`src/rtl/uart_rx_fifo_pkg.sv`:
```
`default_nettype none
// ============================================================================
// Module : uart_rx_fifo_pkg
// Brief  : Shared receiver constants and FSM state encoding.
// Rev    : 1.0
// ============================================================================
package uart_rx_fifo_pkg;

    typedef enum logic [1:0] {
        IDLE  = 2'd0,
        START = 2'd1,
        DATA  = 2'd2,
        STOP  = 2'd3
    } rx_state_t;

    localparam int OVERSAMPLE = 16;
    localparam int MID_START  = 7;

endpackage
`default_nettype wire

```
`src/rtl/uart_fifo.sv`:
```
`default_nettype none
// ============================================================================
// Module : uart_fifo
// Brief  : First-word-fall-through FIFO with registered occupancy count.
// Rev    : 1.0
// ============================================================================
module uart_fifo #(
    parameter int DBIT   = 8,
    parameter int FIFO_W = 2
) (
    input  logic            clk,
    input  logic            reset,
    input  logic            wr,
    input  logic            rd,
    input  logic [DBIT-1:0] w_data,
    output logic [DBIT-1:0] r_data,
    output logic            empty,
    output logic            full
);

    localparam int DEPTH = 1 << FIFO_W;
    localparam logic [FIFO_W:0] c_DEPTH = (FIFO_W+1)'(DEPTH);

    logic [DBIT-1:0]   r_mem [DEPTH];
    logic [FIFO_W-1:0] r_wr_ptr;
    logic [FIFO_W-1:0] r_rd_ptr;
    logic [FIFO_W:0]   r_count;
    logic              w_pop;
    logic              w_push_ok;

    // A pop frees a slot in the same cycle, so a write to a full FIFO is legal then.
    assign w_pop     = rd & ~empty;
    assign w_push_ok = wr & (~full | w_pop);
    assign empty     = (r_count == '0);
    assign full      = (r_count == c_DEPTH);
    assign r_data    = r_mem[r_rd_ptr];

    always_ff @(posedge clk or posedge reset) begin
        if (reset) begin
            for (int i = 0; i < DEPTH; i++) begin
                r_mem[i] <= '0;
            end
            r_wr_ptr <= '0;
            r_rd_ptr <= '0;
            r_count  <= '0;
        end else begin
            if (w_push_ok) begin
                r_mem[r_wr_ptr] <= w_data;
                r_wr_ptr        <= r_wr_ptr + 1'b1;
            end
            if (w_pop) begin
                r_rd_ptr <= r_rd_ptr + 1'b1;
            end
            case ({w_push_ok, w_pop})
                2'b10:   r_count <= r_count + 1'b1;
                2'b01:   r_count <= r_count - 1'b1;
                default: r_count <= r_count;
            endcase
        end
    end

endmodule
`default_nettype wire

```
`src/rtl/uart_rx_fifo.sv`:
```
`default_nettype none
// ============================================================================
// Module : uart_rx_fifo
// Brief  : 16x-oversampled UART receiver feeding a FWFT byte FIFO.
// Rev    : 1.0
// ============================================================================
module uart_rx_fifo
    import uart_rx_fifo_pkg::*;
#(
    parameter int DBIT    = 8,
    parameter int SB_TICK = 16,
    parameter int FIFO_W  = 2
) (
    input  logic            clk,
    input  logic            reset,
    input  logic            rx,
    input  logic            s_tick,
    input  logic            rd_uart,
    output logic [DBIT-1:0] r_data,
    output logic            rx_empty,
    output logic            rx_full,
    output logic            frame_err,
    output logic            overrun
);

    // The tick counter only widens when the stop period exceeds one bit time.
    localparam int TICK_W = (SB_TICK > OVERSAMPLE) ? $clog2(SB_TICK) : 4;
    localparam int BIT_W  = (DBIT > 1) ? $clog2(DBIT) : 1;

    localparam logic [TICK_W-1:0] c_MID_TICK  = TICK_W'(MID_START);
    localparam logic [TICK_W-1:0] c_LAST_TICK = TICK_W'(OVERSAMPLE - 1);
    localparam logic [TICK_W-1:0] c_STOP_TICK = TICK_W'(SB_TICK - 1);
    localparam logic [BIT_W-1:0]  c_LAST_BIT  = BIT_W'(DBIT - 1);

    rx_state_t         r_state;
    logic [1:0]        r_sync;
    logic [TICK_W-1:0] r_tick;
    logic [BIT_W-1:0]  r_bit;
    logic [DBIT-1:0]   r_shift;
    logic              r_frame_err;
    logic              r_overrun;
    logic              w_rxs;
    logic              w_stop_done;
    logic              w_push;
    logic              w_pop;

    assign w_rxs       = r_sync[1];
    assign w_stop_done = (r_state == STOP) && s_tick && (r_tick == c_STOP_TICK);
    assign w_push      = w_stop_done & w_rxs;
    assign w_pop       = rd_uart & ~rx_empty;

    always_ff @(posedge clk or posedge reset) begin
        if (reset) begin
            r_sync <= 2'b11;
        end else begin
            r_sync <= {r_sync[0], rx};
        end
    end

    always_ff @(posedge clk or posedge reset) begin
        if (reset) begin
            r_state     <= IDLE;
            r_tick      <= '0;
            r_bit       <= '0;
            r_shift     <= '0;
            r_frame_err <= 1'b0;
        end else begin
            r_frame_err <= 1'b0;
            case (r_state)
                IDLE: begin
                    if (!w_rxs) begin
                        r_state <= START;
                        r_tick  <= '0;
                    end
                end
                START: begin
                    if (s_tick) begin
                        if (r_tick == c_MID_TICK) begin
                            r_state <= w_rxs ? IDLE : DATA;
                            r_tick  <= '0;
                            r_bit   <= '0;
                        end else begin
                            r_tick <= r_tick + 1'b1;
                        end
                    end
                end
                DATA: begin
                    if (s_tick) begin
                        if (r_tick == c_LAST_TICK) begin
                            r_tick  <= '0;
                            r_shift <= {w_rxs, r_shift[DBIT-1:1]};
                            if (r_bit == c_LAST_BIT) begin
                                r_state <= STOP;
                            end else begin
                                r_bit <= r_bit + 1'b1;
                            end
                        end else begin
                            r_tick <= r_tick + 1'b1;
                        end
                    end
                end
                STOP: begin
                    if (s_tick) begin
                        if (r_tick == c_STOP_TICK) begin
                            r_state     <= IDLE;
                            r_tick      <= '0;
                            r_frame_err <= ~w_rxs;
                        end else begin
                            r_tick <= r_tick + 1'b1;
                        end
                    end
                end
                default: r_state <= IDLE;
            endcase
        end
    end

    // Dropped byte: a completed frame finds the FIFO full with no pop to make room.
    always_ff @(posedge clk or posedge reset) begin
        if (reset) begin
            r_overrun <= 1'b0;
        end else begin
            r_overrun <= w_push & rx_full & ~w_pop;
        end
    end

    assign frame_err = r_frame_err;
    assign overrun   = r_overrun;

    uart_fifo #(
        .DBIT   (DBIT),
        .FIFO_W (FIFO_W)
    ) u_fifo (
        .clk    (clk),
        .reset  (reset),
        .wr     (w_push),
        .rd     (rd_uart),
        .w_data (r_shift),
        .r_data (r_data),
        .empty  (rx_empty),
        .full   (rx_full)
    );

endmodule
`default_nettype wire

```
`config.mk`:
```
export PLATFORM = sky130hd
export DESIGN_NAME = uart_rx_fifo
export DESIGN_NICKNAME = d
export VERILOG_FILES = /design/src/rtl/uart_rx_fifo_pkg.sv /design/src/rtl/uart_fifo.sv /design/src/rtl/uart_rx_fifo.sv
export SDC_FILE = /design/constraint.sdc
export NUM_CORES = 1
export LEC_CHECK = 0
export CAP_MARGIN = 15
export CORE_ASPECT_RATIO = 1.25
export CORE_UTILIZATION = 54
export DETAILED_ROUTE_END_ITERATION = 8
export PLACE_DENSITY = 0.84
export SYNTH_ARGS = -nofsm -noshare
export SYNTH_HDL_FRONTEND = slang
export SYNTH_SLANG_ARGS = --single-unit
```
`constraint.sdc`:
```
create_clock -name clk -period 3.3 [get_ports clk]
set_input_delay 0.99 -clock clk [delete_from_list [all_inputs] [get_ports clk]]
set_output_delay 0.99 -clock clk [all_outputs]
set_load 0.05 [all_outputs]
```
==> reports/results.txt <==
TritonCTS Sinks -> 60
Peak VDD IR -> 0.532 mV
Post-Synth Simple-Gate Area -> 0.0903
Share of the synthesized area in the top cell type -> 0.529
Clk slew on worst S/H paths -> 0.06 ns
Ports -> 17
RSZ-0062 raised after global routing -> no
Top Layer Used -> met4
Fraction of registers with async set/reset -> 1.00
Worst hold margin -> 0.358 ns
Cells on Worst Hold Path -> 0
Final instance area -> 3210 sq um
Distinct cell type count after synthesis -> 35
Crit-path max FO -> 6
Post-synth EDFFs -> 0
Clk buf depth -> 2
Most frequent cells in the layout -> dfrtp_1 (58), mux2_2 (40), clkdlybuf4s50_1 (16)
HP Start -> r_sync[0]
Initial antenna violation count -> 0
Net load switching power -> 591 uW
Lkg Pwr -> 0.00157 uW
Tmin final -> 3.11 ns
Synthesized cell area -> 2740 sq um
WL per Instance -> 16.4 um
Final core occ -> 0.669
FMAX -> 322 MHz
GRT Overall Usage -> 0.211
Worst min path class -> register to register
Vias/cell -> 5.64
Inserted Diodes -> 0
Most common cell after layout, fill and taps aside -> dfrtp_1
Cells after Synth -> 190
Internal -> 1340 uW
Die area -> 5370 sq um
Clock Power Share -> 0.313
Hold_buf cts -> 0
CTS Buf Count -> 9
PD cells -> 600 nW/um^2
DRT Wirelength -> 4690 um
R2R setup slack -> 1.12 ns
Finish-stage setup viols -> 0
R2R depth -> 10
Final Max Slew Viols -> 0
First-pass GRT wire length -> 8080 um
Worst r2r src -> r_tick[0]
Adder-cell share of the synthesized area -> 0.0438
Setup CP Type -> register to primary output
CTS tree -> done
CP required -> 2.31 ns
FF-to-FF End -> u_fifo.r_count[2]
Hpwl dp -> 3150 um
Layout cells sized above 1 -> 0.363
Syn Nets -> 204
DRT Pass-1 Iters -> 4
Xor-xnor portion of the synthesized cell area -> 0.0223
Detailed-route DRC error count -> 0
Setup TNS -> 0 ns
Wire length on met2 -> 2440 um
DRT met1 WL -> 2050 um
Mux share of post-synthesis cell area -> 0.241
Final antenna-violating net count -> 0
Type of origin of the critical path -> register
Worst EP arrival -> 2.12 ns
Post-Layout Cell Count -> 286
Core Area -> 4800 sq um
Pin count of the biggest net entering global routing -> 29
Cell Rows -> 28
Compound-Gate Fraction of Synth Area -> 0.0328
Max Cap Violations -> 0
Die width -> 65.8 um
Vias in the first global route -> 1714
Total gr overflow -> 0
Fin. Hold Viols -> 0
# port buffers -> 16
Sequential fraction of the synthesis area -> 0.548
Placed cell area -> 3030 sq um
Post-Place Cells -> 270
Worst Setup End Kind -> primary output
Main combinational cell family by area after synthesis -> multiplexers
Synth warn -> 0
Clock latency on the worst-skew pair -> 0.33 ns
Final Wtd Congestion -> 0.805
Mapped Avg Cell Area -> 14.4 sq um
Area contributors post-synth -> dfrtp_1 (53%), mux2_2 (16%), mux4_2 (6.6%)
Rel. slew slack -> 0.643
Layout area overhead -> 17.1%
Filler instances -> 355
Detailed router's first-iteration violation count -> 78
H-tree levels -> 3
Routed length on met3 -> 139 um
Sequential power share -> 0.468
Via count -> 1612
Synth area leader -> dfrtp_1
Worst Tran Pin Value -> 0.534 ns
Crit share post-route -> 0.941
Status -> completed
Switch share -> 0.306
Comb pwr share -> 0.219
Hold worst-path end -> r_sync[1]
Clock Root Buffer -> clkbuf_8
Final net count -> 235
Worst-case clock skew -> 0.00599 ns
Yosys reg bits -> 60
Post-CTS Setup Inserts -> 0
Initial Util -> 0.572
Die Y-Extent -> 81.7 um
Post_cts resized -> 0
Most used DFF post-synth -> dfrtp_1
## stage by stage
step | setup slack [ns] | power, uW
detailed placement | 0.192 | 1340
finish | 0.194 | 1930
global placement | 0.257 | 1320
global route | 0.125 | 2030
floorplan | 0.451 | 1220
CTS | 0.164 | 1950
## per-layer routing
| metal | track usage | vias to the layer above |
|---|---|---|
| li1 | - | 747 |
| met1 | 0.241 | 832 |
| met2 | 0.369 | 27 |
| met3 | 0.0542 | 6 |
| met4 | 0.0978 | 0 |
| met5 | 0 | - |
## registers in the layout, summed over array words and instances, names as in the netlist, named ones only
| signal | flops |
|---|---|
| frame_err | 1 |
| overrun | 1 |
| r_bit | 3 |
| r_shift | 8 |
| r_state | 1 |
| r_sync | 2 |
| r_tick | 4 |
| u_fifo.r_count | 3 |
| u_fifo.r_mem | 32 |
| u_fifo.r_rd_ptr | 2 |
| u_fifo.r_wr_ptr | 2 |
## power by group through the flow
stage / sequential (uW) / combinational, uW / clock [uW]
final: 904 / 422 / 603
after global routing: 913 / 465 / 653
after CTS: 902 / 430 / 618
after detailed placement: 912 / 428 / 0
after global placement: 909 / 414 / 0
after floorplan: 866 / 350 / 0
## cell usage after synthesis, drive strengths merged (3+ instances only)
cell,n
o21ai,4
a22o,3
nand3,6
dfrtp,58
clkbuf,5
nor2,4
xor2,3
nand2,10
ha,8
mux4,8
inv,9
nor4b,3
nor3,4
xnor2,4
mux2,41
## cell type report
class	count	area, sq um	area share
tap	60	75.1	0.0234
inverter	9	33.8	0.0105
multi-input combinational	115	1180	0.368
sequential	60	1500	0.468
timing repair buffer	26	235	0.0732
clock buffer	14	173	0.0538
clock inverter	2	10.0	0.00312
## worst max-delay path by stage
stage	start	to
2_1_floorplan	rd_uart	u_fifo.r_count[2]
3_3_place_gp	rd_uart	u_fifo.r_count[2]
3_5_place_dp	rd_uart	u_fifo.r_count[2]
4_1_cts	u_fifo.r_rd_ptr[1]	r_data[4]
5_1_grt	u_fifo.r_rd_ptr[1]	r_data[4]
6_report	u_fifo.r_rd_ptr[1]	r_data[4]
## kinds of logic after synthesis
kind of cell    Yosys count
mux                      51
xor+xnor                  7
simple gates             35
compound gates           13
fa+ha+maj                 9
flops                    60
buf+inv                  15
## critical path: stages, from the launching register on
cell             delay [ns]
dfrtp_1                0.54
mux4_2                 0.54
clkdlybuf4s50_1        0.71
(Power assumes the default switching activity.)
